**config.mk**
```make
export PLATFORM = sky130hd
export DESIGN_NAME = nf5_prog_loader_flat
export DESIGN_NICKNAME = d
export VERILOG_FILES = /design/src/rtl/nf5_loader_pkg.sv /design/src/rtl/nf5_prog_loader_if.sv /design/src/rtl/nf5_loader_word_asm.sv /design/src/rtl/nf5_prog_loader.sv /design/src/flat_wrapper.sv
export SDC_FILE = /design/constraint.sdc
export NUM_CORES = 1
export LEC_CHECK = 0
export ABC_AREA = 0
export CAP_MARGIN = 25
export CORE_ASPECT_RATIO = 0.75
export CORE_MARGIN = 4
export CORE_UTILIZATION = 35
export DETAILED_ROUTE_END_ITERATION = 7
export PLACE_DENSITY = 0.54
export SLEW_MARGIN = 20
export SYNTH_ARGS = -nofsm -noshare
export SYNTH_HDL_FRONTEND = slang
export SYNTH_HIERARCHICAL = 1
export SYNTH_SLANG_ARGS = --single-unit
```
**constraint.sdc**
```tcl
create_clock -name clk -period 8.43 [get_ports clk]
set_input_delay 1.686 -clock clk [delete_from_list [all_inputs] [get_ports clk]]
set_output_delay 1.686 -clock clk [all_outputs]
set_load 0.01 [all_outputs]
```
**src/rtl/nf5_loader_pkg.sv**
```systemverilog
// Shared types and sizes for the NF5 program loader.
package nf5_loader_pkg;

  typedef enum logic [2:0] {
    HDR,
    DATA,
    WR,
    CSUM,
    DONE,
    ERR
  } state_e;

  localparam int unsigned HDR_BYTES  = 4;
  localparam int unsigned WORD_BYTES = 4;
  localparam int unsigned BYTE_IDX_W = $clog2(WORD_BYTES);
  localparam int unsigned WORD_W     = 8 * WORD_BYTES;

endpackage

```
**src/rtl/nf5_prog_loader_if.sv**
```systemverilog
// Byte-stream input and memory word-write bus of the program loader.
interface nf5_prog_loader_if #(
  parameter int unsigned ADDR_W = 12
) ();

  logic              in_valid;
  logic [7:0]        in_data;
  logic              in_ready;
  logic              mem_we;
  logic [ADDR_W-1:0] mem_addr;
  logic [31:0]       mem_wdata;
  logic              mem_ready;

  // master: host stream source plus memory; slave: the loader itself
  modport master (
    output in_valid, in_data, mem_ready,
    input  in_ready, mem_we, mem_addr, mem_wdata
  );

  modport slave (
    input  in_valid, in_data, mem_ready,
    output in_ready, mem_we, mem_addr, mem_wdata
  );

endinterface

```
**src/rtl/nf5_loader_word_asm.sv**
```systemverilog
// Assembles little-endian 32-bit words from a byte stream; serves both header and payload.
module nf5_loader_word_asm
  import nf5_loader_pkg::*;
(
  input  logic              clk,
  input  logic              rst_n,
  input  logic              byte_en,
  input  logic [7:0]        byte_in,
  output logic [WORD_W-1:0] word,
  output logic [WORD_W-1:0] word_c,
  output logic              word_done_c
);

  logic [BYTE_IDX_W-1:0] idx_q;

  // word_c is the word including the byte being accepted this cycle
  always_comb begin
    word_c                      = word;
    word_c[{idx_q, 3'b000} +: 8] = byte_in;
    word_done_c                 = byte_en & (idx_q == BYTE_IDX_W'(WORD_BYTES - 1));
  end

  always_ff @(posedge clk or negedge rst_n) begin
    if (!rst_n) begin
      idx_q <= '0;
      word  <= '0;
    end else if (byte_en) begin
      idx_q <= idx_q + BYTE_IDX_W'(1);
      word  <= word_c;
    end
  end

endmodule

```
**src/rtl/nf5_prog_loader.sv**
```systemverilog
// NF5 program loader: header/payload/checksum framing, memory word writes, core reset release.
module nf5_prog_loader
  import nf5_loader_pkg::*;
#(
  parameter int unsigned       ADDR_W     = 12,
  parameter logic [ADDR_W-1:0] START_ADDR = '0
) (
  input  logic             clk,
  input  logic             rst_n,
  nf5_prog_loader_if.slave bus,
  output logic             core_rst_n,
  output logic             load_done,
  output logic             load_err
);

  localparam int unsigned DEPTH   = 1 << ADDR_W;
  localparam int unsigned CNT_W   = ADDR_W + 1;
  localparam int unsigned N_CMP_W = WORD_W + 1;

  state_e            state_q, state_d;
  logic [CNT_W-1:0]  n_q, n_d;
  logic [CNT_W-1:0]  cnt_q, cnt_d;
  logic [ADDR_W-1:0] addr_q, addr_d;
  logic [7:0]        sum_q, sum_d;
  logic              in_ready_q;
  logic              mem_we_q;
  logic              accept_c;
  logic              asm_en_c;
  logic              word_done_c;
  logic [WORD_W-1:0] word_c;
  logic [WORD_W-1:0] wdata_q;

  assign accept_c = bus.in_valid & in_ready_q;
  assign asm_en_c = accept_c & ((state_q == HDR) | (state_q == DATA));

  assign bus.in_ready  = in_ready_q;
  assign bus.mem_we    = mem_we_q;
  assign bus.mem_addr  = addr_q;
  assign bus.mem_wdata = wdata_q;

  nf5_loader_word_asm u_word_asm (
    .clk        (clk),
    .rst_n      (rst_n),
    .byte_en    (asm_en_c),
    .byte_in    (bus.in_data),
    .word       (wdata_q),
    .word_c     (word_c),
    .word_done_c(word_done_c)
  );

  always_ff @(posedge clk or negedge rst_n) begin
    if (!rst_n) state_q <= HDR;
    else        state_q <= state_d;
  end

  // Next state and datapath updates
  always_comb begin
    state_d = state_q;
    n_d     = n_q;
    cnt_d   = cnt_q;
    addr_d  = addr_q;
    sum_d   = sum_q;
    unique case (state_q)
      HDR: begin
        if (word_done_c) begin
          if ((word_c == '0) || ({1'b0, word_c} > N_CMP_W'(DEPTH))) begin
            state_d = ERR;
          end else begin
            n_d     = CNT_W'(word_c);
            state_d = DATA;
          end
        end
      end
      DATA: begin
        if (accept_c)    sum_d   = sum_q + bus.in_data;
        if (word_done_c) state_d = WR;
      end
      WR: begin
        if (bus.mem_ready) begin
          addr_d  = addr_q + ADDR_W'(1);
          cnt_d   = cnt_q + CNT_W'(1);
          state_d = (cnt_d == n_q) ? CSUM : DATA;
        end
      end
      CSUM: begin
        if (accept_c) state_d = (bus.in_data == sum_q) ? DONE : ERR;
      end
      DONE, ERR: ;
      default: state_d = ERR;
    endcase
  end

  // Registered outputs follow the next state so they line up with it
  always_ff @(posedge clk or negedge rst_n) begin
    if (!rst_n) begin
      n_q        <= '0;
      cnt_q      <= '0;
      addr_q     <= START_ADDR;
      sum_q      <= '0;
      in_ready_q <= 1'b0;
      mem_we_q   <= 1'b0;
      core_rst_n <= 1'b0;
      load_done  <= 1'b0;
      load_err   <= 1'b0;
    end else begin
      n_q        <= n_d;
      cnt_q      <= cnt_d;
      addr_q     <= addr_d;
      sum_q      <= sum_d;
      in_ready_q <= (state_d == HDR) | (state_d == DATA) | (state_d == CSUM);
      mem_we_q   <= (state_d == WR);
      core_rst_n <= (state_d == DONE);
      load_done  <= (state_d == DONE);
      load_err   <= (state_d == ERR);
    end
  end

endmodule

```
**src/flat_wrapper.sv**
```systemverilog
// flat-port wrapper written by rule: the top's interface ports become plain ports
module nf5_prog_loader_flat import nf5_loader_pkg::*;
#(
  parameter int unsigned       ADDR_W     = 12,
  parameter logic [ADDR_W-1:0] START_ADDR = '0
)
  (clk, rst_n, core_rst_n, load_done, load_err, bus_in_valid, bus_in_data, bus_mem_ready, bus_in_ready, bus_mem_we, bus_mem_addr, bus_mem_wdata);
  nf5_prog_loader_if #(.ADDR_W(ADDR_W)) bus_i ();
  input  logic clk;
  input  logic rst_n;
  output logic core_rst_n;
  output logic load_done;
  output logic load_err;
  input wire logic [$bits(bus_i.in_valid)-1:0] bus_in_valid;
  input wire logic [$bits(bus_i.in_data)-1:0] bus_in_data;
  input wire logic [$bits(bus_i.mem_ready)-1:0] bus_mem_ready;
  output wire logic [$bits(bus_i.in_ready)-1:0] bus_in_ready;
  output wire logic [$bits(bus_i.mem_we)-1:0] bus_mem_we;
  output wire logic [$bits(bus_i.mem_addr)-1:0] bus_mem_addr;
  output wire logic [$bits(bus_i.mem_wdata)-1:0] bus_mem_wdata;
  assign bus_i.in_valid = bus_in_valid;
  assign bus_i.in_data = bus_in_data;
  assign bus_i.mem_ready = bus_mem_ready;
  assign bus_in_ready = bus_i.in_ready;
  assign bus_mem_we = bus_i.mem_we;
  assign bus_mem_addr = bus_i.mem_addr;
  assign bus_mem_wdata = bus_i.mem_wdata;
  nf5_prog_loader #(.ADDR_W(ADDR_W), .START_ADDR(START_ADDR)) u_core (.clk(clk), .rst_n(rst_n), .bus(bus_i), .core_rst_n(core_rst_n), .load_done(load_done), .load_err(load_err));
endmodule
```
# ---- Word level (Yosys, flattened, before mapping)
# Cells that the tools add are included.
# Widths: inputs -> output; s select.
dict set report word_totals {
  word_cells 56
  register_bits 87
  out_inout_bits 49
  in_bits 12
}
dict set report op_classes {
  mux 9
  shifts 2
  bitwise_logic 7
  n_reduce_logical 8
  order_cmp 1
  add_sub_neg 5
  n_eq_ne 13
}
# op count
set ops {}
lappend ops {{$bwmux 32} 1}
lappend ops {{$gt 32x13->1 const B} 1}
lappend ops {{$logic_not 32->1} 1}
lappend ops {{$shift 8x7->32 const A} 1}
lappend ops {{$shiftx 8x7->32} 1}
lappend ops {{$mux 3} 5}
lappend ops {{$pmux 3 s5} 1}
lappend ops {{$add 13x1->13 const B} 1}
lappend ops {{$eq 13x13->1} 1}
lappend ops {{$add 12x1->12 const B} 1}
lappend ops {{$eq 3x2->1 const B} 4}
lappend ops {{$eq 3x3->1 const B} 4}
lappend ops {{$add 8x8->8} 1}
lappend ops {{$eq 8x8->1} 1}
lappend ops {{$neg 5->7} 1}
lappend ops {{$eq 3x1->1 const B} 2}
lappend ops {{$logic_not 3->1} 2}
lappend ops {{$reduce_and 2->1} 2}
lappend ops {{$and 1x1->1} 3}
lappend ops {{$or 1x1->1} 3}
lappend ops {{$reduce_and 3->1} 1}
lappend ops {{$add 2x1->2 const B} 1}
lappend ops {{$eq 2x2->1 const B} 1}
lappend ops {{$mux 2} 1}
lappend ops {{other kinds (4)} 4}

# ---- Depth between registers and ports, before layout
dict set report logic_depth {
  ltp_word 11
  depth_mapped 13
  depth_no_buf 10
}

# ---- Cells and area by module
# Netlist, hierarchy kept.
# mod seq_area_each_um2 instances area_per_inst_um2 cells_each
set by_module_without_submodules {}
lappend by_module_without_submodules {nf5_prog_loader 1326.3 1 2947.8 300}
lappend by_module_without_submodules {nf5_loader_word_asm 850.8 1 1973.1 185}

# ---- Worst setup path after synthesis
# Ideal clock, no wire load.
dict set report synth_path {
  path_type {in2reg}
  start {in bus_in_valid}
  end {reg u_core.n_q[10]}
  path_buffers 2
  arrival_time_ns 3.608
  cell_stages 11
  setup_ns 0.125
  required_ns 8.305
  slack_ns 4.697
  cell_sequence {and3_1 -> clkbuf_1 -> nand2_1 -> inv_1 -> inv_1 -> nor4_1 -> nand2_1 -> nor3_1 -> nand3b_1 -> buf_2 -> mux2_2}
}
dict set report synth_between {
  elab_chain_len 4
}
# element line
set synth_lines {}
lappend synth_lines {{start: declaration} flat_wrapper.sv:14} ;# input wire logic [$bits(bus_i.in_valid)-1:0] bus_in_valid;
lappend synth_lines {{$and 1x1->1} nf5_prog_loader.sv:33} ;# assign accept_c = bus.in_valid & in_ready_q;
lappend synth_lines {{$and 1x1->1} nf5_prog_loader.sv:34} ;# assign asm_en_c = accept_c & ((state_q == HDR) | (state_q == DATA));
lappend synth_lines {{$and 1x1->1} nf5_loader_word_asm.sv:20} ;# word_done_c = byte_en & (idx_q == BYTE_IDX_W'(WORD_BYTES - 1));
lappend synth_lines {{via u_core.word_done_c} nf5_prog_loader.sv:29} ;# logic word_done_c;
lappend synth_lines {{$reduce_and 3->1 (no source line)} --}
lappend synth_lines {{end signal: assignment} nf5_prog_loader.sv:106} ;# n_q <= n_d;
lappend synth_lines {{end: declaration} nf5_prog_loader.sv:21} ;# logic [CNT_W-1:0] n_q, n_d;
# The timed path passes the listed nets, and every way through them passes these cells.
# A chain may end at the register's enable or synchronous reset.

# ---- Final worst setup path
dict set report layout_path {
  start {in bus_in_valid}
  end {reg u_core.n_q[2]}
}
dict set report layout_between {
  elab_chain_len 4
}
# element line
set layout_lines {}
lappend layout_lines {{$and 1x1->1} nf5_prog_loader.sv:33}
lappend layout_lines {{$and 1x1->1} nf5_prog_loader.sv:34}
lappend layout_lines {{via u_core.asm_en_c} nf5_prog_loader.sv:28} ;# logic asm_en_c;
lappend layout_lines {{$and 1x1->1} nf5_loader_word_asm.sv:20}
lappend layout_lines {{via u_core.word_done_c} nf5_prog_loader.sv:29}
lappend layout_lines {{$reduce_and 3->1 (no source line)} --}
# The timed path passes the listed nets, and every way through them passes these cells.

==> impl_results.md <==
* Max Cap Violations at 0
* Post-synth EDFFs at 0
* CTS tree: built
* Via density at 5.571
* Layout cells sized above 1 at 8.851%
* Worst-Margin Slew at 0.8094 ns
* Largest net degree at the start of global routing at 53
* Post-Syn Area per Cell at 10.15 sq um
* Syn nets at 512
* Router iterations before antenna repair at 4
* Async S/R FF share, synth at 100.0%
* Placed cell count at 690
* Final RePlAce weighted congestion at 0.8776
* Routed WL at 12720 um
* Post-route cell area at 0.005892 sq mm
* Post-CTS setup repair buffer count at 0
* Minimum hold slack at 0.4706 ns
* Post-Route Setup TNS at 0 ns
* Unrepaired setup endpoints after global routing: false
* Clock Latency Late Sink at 0.34 ns
* Die width at 144.9 um
* Synthesis-stage register bit count at 87
* Top cell type's share of synthesized area at 44.24%
* CTS buffer count at 9
* Core ar. at 0.01375 sq mm
* Area Growth Syn to Fin at 19.73%
* Final setup violation count at 0
* H-Tree Depth at 3
* Root buffer cell: clkbuf_16
* Vias in the first global route at 3880
* Post-Syn Area at 0.004921 sq mm
* Cell accounting for the most synthesized area: dfrtp_1
* Num Clock Sinks at 87
* Post-DP Area at 0.005595 sq mm
* CP max FO at 39
* Die area at 0.01604 sq mm
* Setup CP Type: primary input to flip-flop
* IO buf count at 60
* Total grt overflow at 0
* Peak Freq at 0.2171 GHz
* Synth Flop Type: dfrtp_1
* Residual DRC count at 0
* Wire per inst at 18.02 um
* Normalized max-slew margin at 46.04%
* Status: completed
* Final Critical Period at 4.607 ns
* Pwr dens at 276.8 mW/mm^2
* HP Class: flip-flop to flip-flop
* Synth top area cells: dfrtp_1, xnor2_1, a32o_1
* LEAKAGE at 2.456 nW
* CTS clock-pin slew for the worst setup and hold paths at 0.06 ns
* Synth unique cells at 53
* DR vias at 3933
* I/O pin count at 61
* Startpoint Class: primary input
* First-iteration detailed-routing DRC count at 228
* Num rows at 37
* Total track usage at 15.75%
* CP endpoint kind: flip-flop
* Hold_buf cts at 0
* Syn Inst Count at 485
* Post-DRT Antenna Nets at 0
* Layout net count at 553
* WP data required at 8.65 ns
* Global-route wire length before repair at 20640 um
* Period utilization at 54.65%
* Antenna diodes at 0
* Die Ht at 110.7 um
* PostCTS Resize Cnt at 0
* Initial antenna violation count at 0
* Initial Util at 35.79%
* DP HPWL at 9032 um
* R2R cell count at 9
* Fill cells at 1278
* Worst-case clock buffer depth at 2
* Register area share after synthesis at 44.24%
* Arr. time, crit path at 4.83 ns
* Max-slew violations at 0
* Cell count of the worst hold path at 1
* IR drop worst, VDD at 0.1314 mV
* Ys Warns at 6
* Post-Layout Cell Count at 706
* Fin. Hold Viols at 0
* Clock Skews at 0.003567 ns
==> critical path, cell delays in order <==
cell,delay [ns]
clkdlybuf4s50_1,0.49
and3_1,0.16
buf_4,0.36
nand2_1,0.31
inv_1,0.18
inv_1,0.07
nor4_1,0.29
nand2_1,0.08
nor3_1,0.20
nand3b_1,0.51
mux2_2,0.47
==> layout make-up <==
class	instances	area (sq um)	area share, %
tap	175	219.0	3.716
timing repair buffer	63	620.6	10.53
inverter	24	90.09	1.529
multi-input combinational	341	2489	42.24
clock buffer	14	284.0	4.821
sequential	87	2177	36.95
clock inverter	2	12.51	0.2124
==> sequential cells by signal (all words and copies together) (netlist names), 2 cells and up <==
signal	flops
u_core/sum_q	8
u_core/cnt_q	13
u_core/n_q	13
u_core/u_word_asm/idx_q	2
u_core/u_word_asm/word	32
u_core/bus.mem_addr	12
u_core/state_q	3
==> cell families (layout without fill, tap and decap cells) <==
family,count (synthesis),count (layout),share of synthesized area [%]
multiplexers,14,14,3.204
AO/OA/AOI/OAI,106,106,18.26
adder cells (fa/ha/maj),15,15,3.966
XOR/XNOR,47,47,8.365
AND/OR/NAND/NOR,159,159,16.78
flip-flops,87,87,44.24
buffers and inverters,57,103,5.187
==> power breakdown <==
part	total, mW	internal [mW]	switching (mW)
clock network	0.396	0.232	0.164
logic	0.650	0.308	0.343
registers	0.584	0.500	0.0848
total	1.63	1.04	0.592
==> routing by layer <==
metal / track usage [%] / wire (um) / up-vias
met5: 0 / 0 / -
met4: 3.481 / 85 / 0
met3: 4.005 / 649 / 8
met2: 24.34 / 5773 / 107
met1: 22.39 / 6210 / 1964
li1: - / - / 1854
==> path summary, 6_finish.rpt <==
check | start | end | slack, ns
min in group asynchronous | rst_n | u_core/cnt_q[3]$_DFFE_PN0P_ | 1.30
hold reg to reg | u_core/bus.mem_addr[11]$_DFFE_PN0P_ | u_core/bus.mem_addr[11]$_DFFE_PN0P_ | 0.47
hold / removal | u_core/bus.mem_addr[11]$_DFFE_PN0P_ | u_core/bus.mem_addr[11]$_DFFE_PN0P_ | 0.47
max in group asynchronous | rst_n | u_core/u_word_asm/word[22]$_DFFE_PN0P_ | 6.09
setup / recovery | bus_in_valid | u_core/n_q[2]$_DFFE_PN0P_ | 3.82
setup reg to reg | u_core/u_word_asm/idx_q[0]$_DFFE_PN0P_ | u_core/n_q[2]$_DFFE_PN0P_ | 4.54
==> cell usage after synthesis, drive strengths merged (11+ instances only) <==
cell type,count
o21ai,16
nand3,27
xor2,18
nor4,11
nand4,11
nand2,52
a32o,20
a21oi,11
xnor2,29
o2bb2ai,23
clkbuf,20
nor2,22
a22o,15
dfrtp,87
ha,14
mux2,14
inv,24
buf,13
==> metrics by stage <==
stage                     setup slack, ns  total power [mW]  util (%)
after global routing                3.597             1.727     42.85
after detailed placement            3.519             1.236     40.70
after global placement              3.679             1.231     40.70
after CTS                           3.871             1.641     42.85
after floorplan                     4.697             1.016         -
final                               3.823             1.631     42.85
==> cell usage in the layout (no fill, tap or decap), types with 15 or more instances in the layout <==
cell / Yosys / final
dfrtp_1: 87 / 87
o2bb2ai_1: 15 / 15
xor2_1: 18 / 18
clkdlybuf4s50_1: 0 / 59
inv_1: 24 / 24
nor2_1: 22 / 22
a22o_1: 15 / 15
o21ai_0: 16 / 16
xnor2_1: 29 / 29
nand2_1: 52 / 52
a32o_1: 20 / 20
nand3_1: 26 / 26
Note: power is estimated with default switching activity, not from simulation.
